### src/rtl/instr_fetch_unit_if.sv
// ---------------------------------------------------------------------------
// instr_fetch_unit_if
//   Bus bundle around the instruction fetch unit: the PC handshake from the
//   PC stage, the instruction-memory read port and the decoder-side FIFO head.
//   slave  : the fetch unit's view (consumes PCs, drives memory + decoder).
//   master : the surrounding datapath / testbench view.
// ---------------------------------------------------------------------------
interface instr_fetch_unit_if #(
  parameter int ADDR_W = 6
);
  // PC stage -> fetch
  logic [63:0]       pc_in;
  logic              pc_valid;
  logic              pc_ready;
  logic              flush;
  // fetch <-> instruction memory
  logic              mem_req;
  logic [ADDR_W-1:0] mem_addr;
  logic              mem_req_ready;
  logic              mem_rvalid;
  logic [31:0]       mem_rdata;
  // fetch -> decoder
  logic              instr_valid;
  logic              instr_ready;
  logic [31:0]       instr_out;
  logic [63:0]       instr_pc;
  logic              instr_fault;

  modport slave (
    input  pc_in, pc_valid, flush, mem_req_ready, mem_rvalid, mem_rdata, instr_ready,
    output pc_ready, mem_req, mem_addr, instr_valid, instr_out, instr_pc, instr_fault
  );

  modport master (
    output pc_in, pc_valid, flush, mem_req_ready, mem_rvalid, mem_rdata, instr_ready,
    input  pc_ready, mem_req, mem_addr, instr_valid, instr_out, instr_pc, instr_fault
  );
endinterface

### src/rtl/instr_fetch_unit.sv
// ---------------------------------------------------------------------------
// instr_fetch_unit
//   Accepts PCs (instruction indices), issues one word read at a time to
//   instruction memory and queues {pc, instruction, fault} for decode in a
//   DEPTH-entry FIFO. A flush (taken branch) empties the FIFO and discards any
//   in-flight read; a read already accepted by memory is drained silently.
//   PCs beyond the memory range never touch memory and are queued as faults.
// Ports
//   i_clk    : clock, rising edge
//   i_rst_n  : asynchronous active-low reset
//   io_bus   : instr_fetch_unit_if.slave (PC handshake, memory port, FIFO head)
// ---------------------------------------------------------------------------
module instr_fetch_unit #(
  parameter int ADDR_W = 6,
  parameter int DEPTH  = 2
) (
  input  logic                 i_clk,
  input  logic                 i_rst_n,
  instr_fetch_unit_if.slave    io_bus
);

  localparam int PW = (DEPTH > 1) ? $clog2(DEPTH) : 1;
  localparam int CW = $clog2(DEPTH + 1);
  localparam logic [CW:0] DEPTH_C = (CW+1)'(DEPTH);

  typedef enum logic [1:0] {S_IDLE, S_REQ, S_WAIT, S_DRAIN} state_t;

  state_t                  r_state, w_state_nxt;
  logic [63:0]             r_pc;
  logic                    r_oor_pend;   // out-of-range entry waiting to be pushed

  logic [DEPTH-1:0][31:0]  r_q_instr;
  logic [DEPTH-1:0][63:0]  r_q_pc;
  logic [DEPTH-1:0]        r_q_flt;
  logic [PW-1:0]           r_wptr, r_rptr;
  logic [CW-1:0]           r_count;

  logic                    w_in_range, w_room, w_pc_ready, w_accept;
  logic                    w_push_mem, w_push_oor, w_push, w_pop;
  logic [CW:0]             w_fill;

  // Full 64-bit compare: any set bit above ADDR_W is out of range.
  assign w_in_range = (io_bus.pc_in >> ADDR_W) == 64'd0;
  // A pending out-of-range push already owns a slot.
  assign w_fill     = {1'b0, r_count} + {{CW{1'b0}}, r_oor_pend};
  assign w_room     = w_fill < DEPTH_C;
  // Gated by reset so the PC stage sees no acceptance while held in reset.
  assign w_pc_ready = i_rst_n & (r_state == S_IDLE) & w_room & ~io_bus.flush;
  assign w_accept   = io_bus.pc_valid & w_pc_ready;

  assign w_push_mem = (r_state == S_WAIT) & io_bus.mem_rvalid & ~io_bus.flush;
  assign w_push_oor = r_oor_pend & ~io_bus.flush;
  assign w_push     = w_push_mem | w_push_oor;
  assign w_pop      = io_bus.instr_ready & (r_count != '0) & ~io_bus.flush;

  // ---- FSM: state register ----
  always_ff @(posedge i_clk or negedge i_rst_n) begin
    if (!i_rst_n) r_state <= S_IDLE;
    else          r_state <= w_state_nxt;
  end

  // ---- FSM: next state (flush overrides normal progress) ----
  always_comb begin
    w_state_nxt = r_state;
    unique case (r_state)
      S_IDLE:  if (w_accept && w_in_range) w_state_nxt = S_REQ;
      S_REQ: begin
        if (io_bus.flush)              w_state_nxt = io_bus.mem_req_ready ? S_DRAIN : S_IDLE;
        else if (io_bus.mem_req_ready) w_state_nxt = S_WAIT;
      end
      S_WAIT: begin
        if (io_bus.mem_rvalid)         w_state_nxt = S_IDLE;
        else if (io_bus.flush)         w_state_nxt = S_DRAIN;
      end
      S_DRAIN: if (io_bus.mem_rvalid)  w_state_nxt = S_IDLE;
      default:                         w_state_nxt = S_IDLE;
    endcase
  end

  // ---- FSM: outputs ----
  always_comb begin
    io_bus.pc_ready    = w_pc_ready;
    io_bus.mem_req     = (r_state == S_REQ);
    io_bus.mem_addr    = r_pc[ADDR_W-1:0];
    io_bus.instr_valid = (r_count != '0);
    io_bus.instr_out   = '0;
    io_bus.instr_pc    = '0;
    io_bus.instr_fault = 1'b0;
    if (r_count != '0) begin
      io_bus.instr_out   = r_q_instr[r_rptr];
      io_bus.instr_pc    = r_q_pc[r_rptr];
      io_bus.instr_fault = r_q_flt[r_rptr];
    end
  end

  // ---- latched PC and deferred out-of-range push ----
  always_ff @(posedge i_clk or negedge i_rst_n) begin
    if (!i_rst_n) begin
      r_pc       <= '0;
      r_oor_pend <= 1'b0;
    end else begin
      if (w_accept) r_pc <= io_bus.pc_in;
      r_oor_pend <= w_accept & ~w_in_range;
    end
  end

  // ---- FIFO ----
  // The pending out-of-range cycle is always spent in IDLE, so the two push
  // sources never coincide.
  always_ff @(posedge i_clk or negedge i_rst_n) begin
    if (!i_rst_n) begin
      r_q_instr <= '0;
      r_q_pc    <= '0;
      r_q_flt   <= '0;
      r_wptr    <= '0;
      r_rptr    <= '0;
      r_count   <= '0;
    end else if (io_bus.flush) begin
      r_wptr    <= '0;
      r_rptr    <= '0;
      r_count   <= '0;
    end else begin
      if (w_push) begin
        r_q_instr[r_wptr] <= w_push_oor ? 32'h0 : io_bus.mem_rdata;
        r_q_pc[r_wptr]    <= r_pc;
        r_q_flt[r_wptr]   <= w_push_oor;
        r_wptr            <= r_wptr + PW'(1);
      end
      if (w_pop) r_rptr <= r_rptr + PW'(1);
      unique case ({w_push, w_pop})
        2'b10:   r_count <= r_count + CW'(1);
        2'b01:   r_count <= r_count - CW'(1);
        default: r_count <= r_count;
      endcase
    end
  end

endmodule

### src/flat_wrapper.sv
// flat-port wrapper written by rule: the top's interface ports become plain ports
module instr_fetch_unit_flat 
#(
  parameter int ADDR_W = 6,
  parameter int DEPTH  = 2
)
  (i_clk, i_rst_n, io_bus_pc_in, io_bus_pc_valid, io_bus_flush, io_bus_mem_req_ready, io_bus_mem_rvalid, io_bus_mem_rdata, io_bus_instr_ready, io_bus_pc_ready, io_bus_mem_req, io_bus_mem_addr, io_bus_instr_valid, io_bus_instr_out, io_bus_instr_pc, io_bus_instr_fault);
  instr_fetch_unit_if #(.ADDR_W(ADDR_W)) io_bus_i ();
  input  logic i_clk;
  input  logic i_rst_n;
  input wire logic [$bits(io_bus_i.pc_in)-1:0] io_bus_pc_in;
  input wire logic [$bits(io_bus_i.pc_valid)-1:0] io_bus_pc_valid;
  input wire logic [$bits(io_bus_i.flush)-1:0] io_bus_flush;
  input wire logic [$bits(io_bus_i.mem_req_ready)-1:0] io_bus_mem_req_ready;
  input wire logic [$bits(io_bus_i.mem_rvalid)-1:0] io_bus_mem_rvalid;
  input wire logic [$bits(io_bus_i.mem_rdata)-1:0] io_bus_mem_rdata;
  input wire logic [$bits(io_bus_i.instr_ready)-1:0] io_bus_instr_ready;
  output wire logic [$bits(io_bus_i.pc_ready)-1:0] io_bus_pc_ready;
  output wire logic [$bits(io_bus_i.mem_req)-1:0] io_bus_mem_req;
  output wire logic [$bits(io_bus_i.mem_addr)-1:0] io_bus_mem_addr;
  output wire logic [$bits(io_bus_i.instr_valid)-1:0] io_bus_instr_valid;
  output wire logic [$bits(io_bus_i.instr_out)-1:0] io_bus_instr_out;
  output wire logic [$bits(io_bus_i.instr_pc)-1:0] io_bus_instr_pc;
  output wire logic [$bits(io_bus_i.instr_fault)-1:0] io_bus_instr_fault;
  assign io_bus_i.pc_in = io_bus_pc_in;
  assign io_bus_i.pc_valid = io_bus_pc_valid;
  assign io_bus_i.flush = io_bus_flush;
  assign io_bus_i.mem_req_ready = io_bus_mem_req_ready;
  assign io_bus_i.mem_rvalid = io_bus_mem_rvalid;
  assign io_bus_i.mem_rdata = io_bus_mem_rdata;
  assign io_bus_i.instr_ready = io_bus_instr_ready;
  assign io_bus_pc_ready = io_bus_i.pc_ready;
  assign io_bus_mem_req = io_bus_i.mem_req;
  assign io_bus_mem_addr = io_bus_i.mem_addr;
  assign io_bus_instr_valid = io_bus_i.instr_valid;
  assign io_bus_instr_out = io_bus_i.instr_out;
  assign io_bus_instr_pc = io_bus_i.instr_pc;
  assign io_bus_instr_fault = io_bus_i.instr_fault;
  instr_fetch_unit #(.ADDR_W(ADDR_W), .DEPTH(DEPTH)) u_core (.i_clk(i_clk), .i_rst_n(i_rst_n), .io_bus(io_bus_i));
endmodule
### config.mk
export PLATFORM = sky130hd
export DESIGN_NAME = instr_fetch_unit_flat
export DESIGN_NICKNAME = d
export VERILOG_FILES = /design/src/rtl/instr_fetch_unit_if.sv /design/src/rtl/instr_fetch_unit.sv /design/src/flat_wrapper.sv
export SDC_FILE = /design/constraint.sdc
export NUM_CORES = 1
export LEC_CHECK = 0
export CAP_MARGIN = 25
export CORE_MARGIN = 5
export CORE_UTILIZATION = 35
export DETAILED_ROUTE_END_ITERATION = 10
export PLACE_DENSITY_LB_ADDON = 0.2
export SETUP_SLACK_MARGIN = 0.05
export SYNTH_ARGS = -nofsm -noshare
export SYNTH_HDL_FRONTEND = slang
export SYNTH_SLANG_ARGS = --single-unit
### constraint.sdc
create_clock -name i_clk -period 2.6 [get_ports i_clk]
set_clock_uncertainty 0.15 [all_clocks]
set_input_delay 0.52 -clock i_clk [delete_from_list [all_inputs] [get_ports i_clk]]
set_output_delay 0.52 -clock i_clk [all_outputs]
set_load 0.05 [all_outputs]
* After elaboration in Yosys (flattened, before gate mapping)
Cells that the tools add are included.
** Word-level totals
- Register bits after elaboration :: 265
- Bits of input ports :: 103
- Output and inout bits :: 106
** Operators by class
- $add $sub $neg :: 5
- $lt $le $gt $ge :: 4
- Equality and inequality tests :: 9
- Muxes and demuxes :: 33
- Bitwise logic cells :: 13
- Reductions and logical operators :: 10
** Operators with widths (count)
- 64-bit 2-to-1 mux :: 4
- 32-bit 2-to-1 mux :: 5
- 128-bit bitwise mux :: 1
- 64-bit bitwise mux :: 1
- 64-bit demux with 1-bit select :: 1
- 64-bit zero test :: 1
- 32-bit demux with 1-bit select :: 1
- 2-bit 2-to-1 mux :: 8
- 1-bit bitwise AND :: 10
- 1-bit 2-to-1 mux :: 8
- 2-bit one-hot mux with 4 select lines :: 1
- 2-bit == test (second input constant) :: 3
- 3-bit inequality test (second input constant) :: 2
- 2-bit nonzero test :: 3
- 2-bit by 1-bit == test with 1-bit output (second input constant) :: 2
- 1-bit by 2-bit less-than comparator with 1-bit output (second input constant) :: 2
- 2-bit inequality test (second input constant) :: 2
- 2-bit one-hot mux with 2 select lines :: 1
- 4-bit AND reduction :: 1
- 2-bit by 1-bit adder with 3-bit output :: 1
- 3-bit by 2-bit less-than comparator with 1-bit output (second input constant) :: 1
- 3-bit nonzero test :: 1
- 1-bit adder (second input constant) :: 2
- 2-bit by 1-bit adder with 2-bit output (second input constant) :: 1
- other kinds (9) :: 11

* Logic depth before layout (Yosys ltp)
Gate-level depths: netlist of run 1.
- Word-level depth :: 8
- Gate-level depth with buffers :: 7
- Gate-level depth less buffers :: 5

* Worst setup path after synthesis of run 1
No wires, ideal clock.
- Path kind :: reg2out
- Start point :: register u_core.r_rptr
- End point :: output io_bus_instr_pc[43]
- Data arrival time :: 1825 ps
- Data required time :: 1930 ps
- Setup slack :: 105 ps
- Cell stages (with the launch flop) :: 6
- Buffers on the path :: 3
- Cells stage by stage :: dfrtp_1 clkbuf_1 buf_2 buf_2 mux2i_1 nor2_1
** Between the ends
- Cells in the longest elaborated chain, start to end :: 3
** RTL lines
- start, declared :: line instr_fetch_unit.sv:35 : logic [PW-1:0] r_wptr, r_rptr;
- start signal, assigned :: line instr_fetch_unit.sv:129 : if (w_pop) r_rptr <= r_rptr + PW'(1);
- 64-bit 2-to-1 mux (implied by the code) (2 in a row) :: line instr_fetch_unit.sv:91 : io_bus.instr_pc = r_q_pc[r_rptr];
- 64-bit 2-to-1 mux :: line instr_fetch_unit.sv:89 : if (r_count != '0) begin
- end, declared :: line flat_wrapper.sv:23 : output wire logic [$bits(io_bus_i.instr_pc)-1:0] io_bus_instr_pc;
Every way passes these cells. The select of a mux whose other input is x is not followed.

* Final worst setup path of run 1
- Start point :: register u_core.r_rptr
- End point :: output io_bus_instr_pc[21]
The elaborated chain is that of the path after synthesis.

==> flow_metrics.tcl, run 1 <==
set metrics [dict create \
    cp-start-kind "register" \
    numCtsBuffers 30 \
    tightest_slew_ns 0.772 \
    insertion_delay_ns 0.55 \
    wl_met3_mm 1.84 \
    drv_cap 0 \
    max_freq_mhz 387 \
    post_drt_wl_per_cell_um 18.9 \
    endpoint_kind "primary output" \
    required_ns 1.93 \
    status "finished clean" \
    rows 66 \
    place_congestion 0.720 \
    synthFlopType "dfrtp_1" \
    hold_slack_ns 0.329 \
    syn2layout_area_growth_pct 43.2 \
    placed_cell_area_um2 14900 \
    hold_class "register to register" \
    dieArea_um2 36600 \
    antenna_found_initial 2 \
    drc_errors 0 \
    postSynth.asyncResetShare 1.00 \
    start_util 0.354 \
    cts_tree "built" \
    yosysWarnings 0 \
    fill_cells 2880 \
    portBuffers 208 \
    design.core.area_um2 32500 \
    num_antenna_cells 0 \
    yosys.area.top_type "dfrtp_1" \
    grt_setup_unrepaired "yes" \
    combPwrFrac 0.173 \
    met2_length_mm 14.6 \
    synth_top_area_frac 0.576 \
    viasPerCell 4.79 \
    mostFrequentLayoutCells "261 x dfrtp_1, 183 x mux2_2, 107 x clkdlybuf4s50_1" \
    htreeDepth 1 \
    die_w_um 191 \
    clock_path_buffers 3 \
    fin_area_um2 16500 \
    synth_cell_type_count 33 \
    topRoutingLayerUsed "met5" \
    hold_violations 0 \
    maxSlewViolCount 0 \
    vdd.ir_drop.worst_v 0.000493 \
    avgSynthCellArea_um2 12.3 \
    synthCells 935 \
    post-dp-hpwl_mm 19.4 \
    fin_nets 1262 \
    power_density_nw_per_um2 719 \
    p_int_mw 8.79 \
    grt_pass1_wl_mm 46.9 \
    grt.total_usage 0.161 \
    min_period_ns 2.58 \
    yosys-top-cells-area "dfrtp_1 58%, mux2_2 18%, mux2i_1 8.4%, nor2_1 3.4%, nand2_1 3.3%" \
    wirelength_mm 30.6 \
    setup_viol_count_final 0 \
    cp_max_fo 9 \
    fin_crit_sh 0.994 \
    clock_power_share 0.363 \
    max_slew_margin 0.486 \
    register_area_um2 6640 \
    seq_area_frac_synth 0.576 \
    io_pins 209 \
    drt-initial-drc-count 279 \
    p_sw_mw 3.07 \
    critical_path_class "register to primary output" \
    layout_commonest_cell "dfrtp_1" \
    syn-cell-area_um2 11500 \
    grt_max_degree 136 \
    ys_ff_latch 265 \
    setup_tns_ns 0 \
    synth_edf_count 0 \
    postRouteAntennaNets 0 \
    cts-root-buf "clkbuf_16" \
    fp.dieH_um 191 \
    fin_util 0.507 \
    multi_input_area_um2 4750 \
    cts.clk_slew.worst_paths_ns 0.06 \
    wl_met1_mm 13.7 \
    cts_sinks 265 \
    syn_nets 1038 \
    power_leakage_nw 7.15 \
    dp_cells 1555 \
    grt_pass1_vias 8285 \
    arrival_ns 1.91 \
    drive_gt1_frac 0.388 \
    final_cells 1623 \
    swShare 0.259 \
    seqPwrFrac 0.464 \
    vias 7782 \
    firstDrtPassIters 4 \
    grt_overflow 0 \
]
-- area by class of cell --
cell class,instances,area share
clock buffer,43,0.0534
tap,442,0.0335
inverter,3,0.000683
sequential,265,0.403
timing repair buffer,257,0.213
multi-input combinational,602,0.288
clock inverter,11,0.00896
-- flip-flops by register name, summed over array words and instances, names as in the netlist --
register	cells
u_core.r_pc	64
u_core.r_q_instr	64
u_core.r_q_pc	128
u_core.r_oor_pend	1
u_core.r_state	2
u_core.r_count	2
u_core.r_q_flt	2
u_core.r_wptr	1
u_core.r_rptr	1
-- synthesized netlist by cell type, drive strengths merged, types with 2 or more instances --
cell and instances:
dfrtp 265, mux2 192, nor2 103, nand2 102
mux2i 97, o21ai 68, buf 43, clkbuf 22
nor4 16, nor2b 4, inv 3, nand4 3
and3b 2, o211ai 2
-- final timing paths --
check	slack (ns)	start	end	cells after the start
setup / recovery	0.02	u_core.r_rptr	io_bus_instr_pc[21]	5
hold / removal	0.33	u_core.r_q_instr[6]	u_core.r_q_instr[6]	2
setup reg to reg	0.57	u_core.r_count[1]	u_core.r_pc[1]	4
hold reg to reg	0.33	u_core.r_q_instr[6]	u_core.r_q_instr[6]	2
max in group asynchronous	0.65	i_rst_n	u_core.r_q_pc[55]	4
min in group asynchronous	0.52	i_rst_n	u_core.r_q_pc[76]	3
-- worst max-delay path: stages (launching register included) --
cell and delay [ns]:
dfrtp_4 0.49, buf_6 0.17, clkbuf_16 0.19, mux2i_1 0.14, nor2_2 0.20, buf_12 0.17
-- power by group through the flow --
stage	Sequential, mW	Clock (mW)	Combinational (mW)
after detailed placement	5.56	0	1.96
after floorplan	5.41	0	1.34
after global placement	5.52	0	1.92
final	5.51	4.30	2.05
after global routing	5.62	4.62	2.27
after CTS	5.49	4.44	2.00
-- kinds of logic (layout without fill, tap and decap cells) --
kind of cell,count (synthesis),count (layout),synth area share
DFF,265,265,0.576
xor gates and xnor gates,2,2,0.00152
and+or+nand+nor,234,234,0.0831
muxes,289,289,0.275
AOI/OAI and AO/OA,77,77,0.0361
buffers and inverters,68,314,0.0283
-- metrics by stage --
step / total power [mW] / setup slack, ns
6_report: 11.9 / 0.0161
5_1_grt: 12.5 / -0.0284
4_1_cts: 11.9 / -0.0467
3_5_place_dp: 7.52 / -0.0161
3_3_place_gp: 7.44 / 0.0284
2_1_floorplan: 6.75 / 0.105
-- routing by layer --
layer  track usage  vias to the layer above
met5             0                        -
met4        0.0296                        4
met3        0.0383                       35
met2         0.264                      169
met1         0.219                     3888
li1              -                     3686
-- repair_timing --
item                                    CTS  global route
gates cloned                              1             7
resized for setup                        34            60
hold buffers                              1             0
buffers inserted                          0             5
pin swaps                                 7            21
hold endpoints to repair                 35             0
endpoints found under the setup margin   63            98
No activity file was read; power rests on OpenSTA's default activity.
==> run 2, diff against run 1 <==
--- a/config.mk
+++ b/config.mk
@@ -9,6 +9,7 @@
 export CORE_MARGIN = 5
 export CORE_UTILIZATION = 35
 export DETAILED_ROUTE_END_ITERATION = 10
+export GPL_TIMING_DRIVEN = 0
 export PLACE_DENSITY_LB_ADDON = 0.2
 export SETUP_SLACK_MARGIN = 0.05
 export SYNTH_ARGS = -nofsm -noshare
==> run 2 against run 1 <==
Flip-flop and latch count did not move. First-iteration DRC count is 22% lower. Combinational power barely moved. Core utilization is 1.6 points lower. Die area unchanged. Clock power shrank 3%. Global-route usage up 0.99 points. Critical path depth up 1. Count of clock-buffer cells in the layout rose by 2. Critical path type unchanged.
==> flow_metrics.tcl, run 2 (synthesis gave the netlist of run 1 again) <==
set metrics [dict create \
    place_congestion 0.747 \
    hold_violations 0 \
    clock_path_buffers 3 \
    cts.clk_slew.worst_paths_ns 0.06 \
    dieArea_um2 36600 \
    portBuffers 208 \
    grt_pass1_wl_mm 49.2 \
    post_drt_wl_per_cell_um 19.0 \
    grt_setup_unrepaired "yes" \
    post-dp-hpwl_mm 21.8 \
    critical_path_class "register to primary output" \
    vias 7982 \
    arrival_ns 1.90 \
    endpoint_kind "primary output" \
    mostFrequentLayoutCells "261 x dfrtp_1, 183 x mux2_2, 101 x nand2_1" \
    htreeDepth 1 \
    layout_commonest_cell "dfrtp_1" \
    drive_gt1_frac 0.376 \
    insertion_delay_ns 0.56 \
    fin_nets 1300 \
    fin_util 0.490 \
    grt_overflow 0 \
    maxSlewViolCount 0 \
    fill_cells 3025 \
    viasPerCell 4.80 \
    hold_slack_ns 0.109 \
    power_density_nw_per_um2 735 \
    largest_register_ff_count 128 \
    io_pins 209 \
    hold_class "primary input to async pin" \
    tightest_slew_ns 0.785 \
    fin_crit_sh 0.990 \
    die_w_um 191 \
    wirelength_mm 31.5 \
    cts-root-buf "clkbuf_16" \
    start_util 0.354 \
    r2r_cells 5 \
    cp-start-kind "register" \
    postRouteAntennaNets 0 \
    grt_max_degree 88 \
    grt.total_usage 0.170 \
    reg_top3 "u_core.r_q_pc (128), u_core.r_pc (64), u_core.r_q_instr (64)" \
    rows 66 \
    numCtsBuffers 30 \
    power_leakage_nw 7.09 \
    cts_tree "built" \
    regMostFlops "u_core.r_q_pc" \
    grt_pass1_vias 8394 \
    antenna_found_initial 1 \
    fp.dieH_um 191 \
    drv_cap 0 \
    status "finished clean" \
    firstDrtPassIters 4 \
    vdd.ir_drop.worst_v 0.000517 \
    cp_max_fo 10 \
    min_period_ns 2.57 \
    setup_viol_count_final 0 \
    max_freq_mhz 388 \
    num_antenna_cells 0 \
    drt-initial-drc-count 217 \
    design.core.area_um2 32500 \
    max_slew_margin 0.472 \
    drc_errors 0 \
    cts_sinks 265 \
    syn2layout_area_growth_pct 38.6 \
    finalPower_mw 11.7 \
    required_ns 1.93 \
]
-- run 2: cell types whose count changed in the layout (fill, tap and decap cells not counted), sizes merged, moves of 2 or more --
cell | before | now
clkbuf | 49 | 88
buf | 143 | 140
bufinv | 3 | 1
clkdlybuf4s50 | 107 | 100
dlygate4sd2 | 0 | 7
-- run 2: final timing paths --
check,endpoint,startpoint,slack (ns)
setup / recovery,io_bus_instr_pc[34],u_core.r_rptr,0.03
max in group asynchronous,u_core.r_pc[37],i_rst_n,1.20
hold / removal,u_core.r_pc[7],i_rst_n,0.11
hold reg to reg,u_core.r_q_instr[56],u_core.r_q_instr[56],0.33
setup reg to reg,u_core.r_q_pc[74],u_core.r_state[1],0.19
min in group i_clk,u_core.r_q_instr[56],u_core.r_q_instr[56],0.33
-- run 2: through the flow --
stage | setup WS [ns] | area (um2) | cells | TNS (ns)
after global placement | -10.83 | 14100 | 1585 | -3697.43
after detailed placement | -1.46 | 14200 | 1587 | -171.10
after global routing | -0.0569 | 16000 | 1663 | -0.927
after floorplan | 0.105 | 11500 | 935 | 0
after CTS | -0.133 | 15500 | 1655 | -0.751
final | 0.0251 | 16000 | 1663 | 0
-- run 2: layer usage --
layer | GRT usage | routed length [um]
met3 | 0.0334 | 1580
met1 | 0.240 | 14500
met5 | 0 | 13
met2 | 0.277 | 14800
met4 | 0.0331 | 591
-- run 2: worst max-delay path: stages, from the launching register on --
cell and delay, ns:
dfrtp_2 0.42, buf_12 0.13, buf_6 0.14, buf_8 0.16, mux2i_4 0.20, nor2_4 0.13, buf_8 0.16
-- run 2: cell type report --
type	count	area (um2)	area share
plain buffers	63	531	0.0332
clock buffers	45	897	0.0562
clock inverters	11	110	0.00690
inverters	3	11.3	0.000706
multi-input cells	602	4750	0.298
flip-flops and latches	265	6640	0.416
well taps	442	553	0.0347
repair buffers	232	2470	0.155
-- run 2: report_power, final --
group | switching, mW | internal (mW)
logic | 0.899 | 1.14
registers | 0.504 | 5.01
clock network | 1.70 | 2.48
-- run 2: what timing repair did --
item / 4_1_cts / 5_1_grt
setup buffers: 5 / 8
gates cloned: 3 / 1
pin swaps: 4 / 16
gates resized for setup: 672 / 144
endpoints found under the hold margin: 61 / 0
setup endpoints to repair: 115 / 100
hold buffers: 5 / 0
==> run 3, diff against run 2 <==
--- a/config.mk
+++ b/config.mk
@@ -6,7 +6,6 @@
 export NUM_CORES = 1
 export LEC_CHECK = 0
 export CAP_MARGIN = 25
-export CORE_MARGIN = 5
 export CORE_UTILIZATION = 35
 export DETAILED_ROUTE_END_ITERATION = 10
 export GPL_TIMING_DRIVEN = 0
==> run 3 against run 2 <==
Non-clock buffer count decreased by 4. Largest cell class unchanged. Register-to-register slack about the same. Die area decreased by 8.2%.
==> flow_metrics.tcl, run 3 (synthesis gave the netlist of run 1 again) <==
set metrics [dict create \
    max_slew_margin 0.500 \
    grt_pass1_vias 8383 \
    drv_cap 0 \
    fp.dieH_um 183 \
    portBuffers 208 \
    layout_commonest_cell "dfrtp_1" \
    setup_tns_ns 0 \
    viasPerCell 4.79 \
    hold_start "u_core.r_q_instr[31]" \
    fin_nets 1295 \
    placed_cell_area_um2 14200 \
    maxSlewViolCount 0 \
    required_ns 1.93 \
    regMostFlops "u_core.r_q_pc" \
    fin_area_um2 15700 \
    syn2layout_area_growth_pct 36.3 \
    firstDrtPassIters 6 \
    die_w_um 183 \
    start_util 0.355 \
    cts_sinks 265 \
    hold_violations 0 \
    dieArea_um2 33600 \
    power_leakage_nw 7.05 \
    grt_max_degree 123 \
    arrival_ns 1.89 \
    crit_start "u_core.r_rptr" \
    postRouteAntennaNets 0 \
    largest_register_ff_count 128 \
    design.core.area_um2 32500 \
    rows 66 \
    drc_errors 0 \
    max_freq_mhz 390 \
    grt_pass1_wl_mm 47.5 \
    fill_cells 3052 \
    drive_gt1_frac 0.373 \
    tightest_slew_ns 0.742 \
    drt-initial-drc-count 415 \
    mostFrequentLayoutCells "261 x dfrtp_1, 183 x mux2_2, 101 x nand2_1" \
    grt_overflow 0 \
    vdd.ir_drop.worst_v 0.000606 \
    endpoint_kind "primary output" \
    reg_top3 "u_core.r_q_pc (128), u_core.r_pc (64), u_core.r_q_instr (64)" \
    numCtsBuffers 29 \
    vias 7916 \
    grt_setup_unrepaired "yes" \
    place_congestion 0.768 \
    cp-start-kind "register" \
    clock_path_buffers 3 \
    cts.clk_slew.worst_paths_ns 0.06 \
    cts_tree "built" \
    cp_max_fo 7 \
    insertion_delay_ns 0.53 \
    rr_startpoint "u_core.r_state[1]" \
    num_antenna_cells 0 \
    critical_path_class "register to primary output" \
    wirelength_mm 30.3 \
    min_period_ns 2.56 \
    antenna_found_initial 1 \
    htreeDepth 1 \
    io_pins 209 \
    status "finished clean" \
    hold_class "register to register" \
    setup_viol_count_final 0 \
    post_drt_wl_per_cell_um 18.3 \
    cts-root-buf "clkbuf_16" \
    grt.total_usage 0.183 \
    power_density_nw_per_um2 747 \
    fin_crit_sh 0.986 \
    post-dp-hpwl_mm 20.9 \
]
[run 3: cell count changes in the layout (fill, tap and decap cells not counted), moves of 4 or more]
cell,delta
buf_2,+26
buf_4,+7
buf_6,-11
buf_8,-5
clkbuf_4,-16
dlymetal6s2s_1,+4
mux2i_1,-4
[run 3: critical path, cell delays in order, from the launching register on]
cell	delay, ns
dfrtp_2	0.45
buf_6	0.15
buf_12	0.15
buf_12	0.14
mux2i_1	0.11
nor2_1	0.16
buf_6	0.19
[run 3: cell type report]
| type | count | area (um2) | area share |
|---|---|---|---|
| sequential | 265 | 6640 | 0.423 |
| clock buffer | 42 | 835 | 0.0532 |
| timing repair buffer | 229 | 2270 | 0.145 |
| inverter | 3 | 11.3 | 0.000717 |
| multi-input combinational | 602 | 4770 | 0.304 |
| clock inverter | 8 | 140 | 0.00893 |
| buffer | 62 | 482 | 0.0307 |
| tap | 442 | 553 | 0.0352 |
[run 3: through the flow]
step / util / worst slack [ns] / total power, mW / std cells / hold slack [ns]
2_1_floorplan: - / 0.105 / 6.75 / 935 / 0.0744
3_3_place_gp: 0.436 / -10.70 / 7.39 / 1585 / 0.311
3_5_place_dp: 0.438 / -1.32 / 7.48 / 1587 / 0.320
4_1_cts: 0.476 / -0.0155 / 11.8 / 1651 / 0.333
5_1_grt: 0.484 / -0.0333 / 12.4 / 1653 / 0.345
6_report: 0.484 / 0.0371 / 11.7 / 1653 / 0.328
[run 3: where the power goes]
part           internal [mW]  switching [mW]
sequential              5.01           0.505
combinational           1.13           0.891
clock                   2.60            1.60
total                   8.73            2.99
[run 3: final timing paths]
check,to,slack (ns),depth (start not counted)
max,io_bus_instr_pc[50],0.04,6
min,u_core.r_q_instr[31],0.33,2
max reg2reg,u_core.r_q_instr[29],0.19,7
min reg2reg,u_core.r_q_instr[31],0.33,2
max in group asynchronous,u_core.r_q_pc[25],1.24,3
min in group asynchronous,u_core.r_q_instr[9],0.46,3
[run 3: layer usage]
layer,global-route usage,share of wire,up-vias
met2,0.297,0.46,188
met3,0.0306,0.051,31
met1,0.257,0.48,3952
met4,0.0367,0.013,2
li1,-,-,3743
met5,0,0.00026,-
[run 3: what timing repair did]
action | in CTS | in global routing
setup buffers | 9 | 3
pin swaps | 12 | 14
endpoints found under the hold margin | 60 | 0
hold buffers | 2 | 0
gates cloned | 4 | 1
gates resized for setup | 672 | 82
setup endpoints to repair | 101 | 102
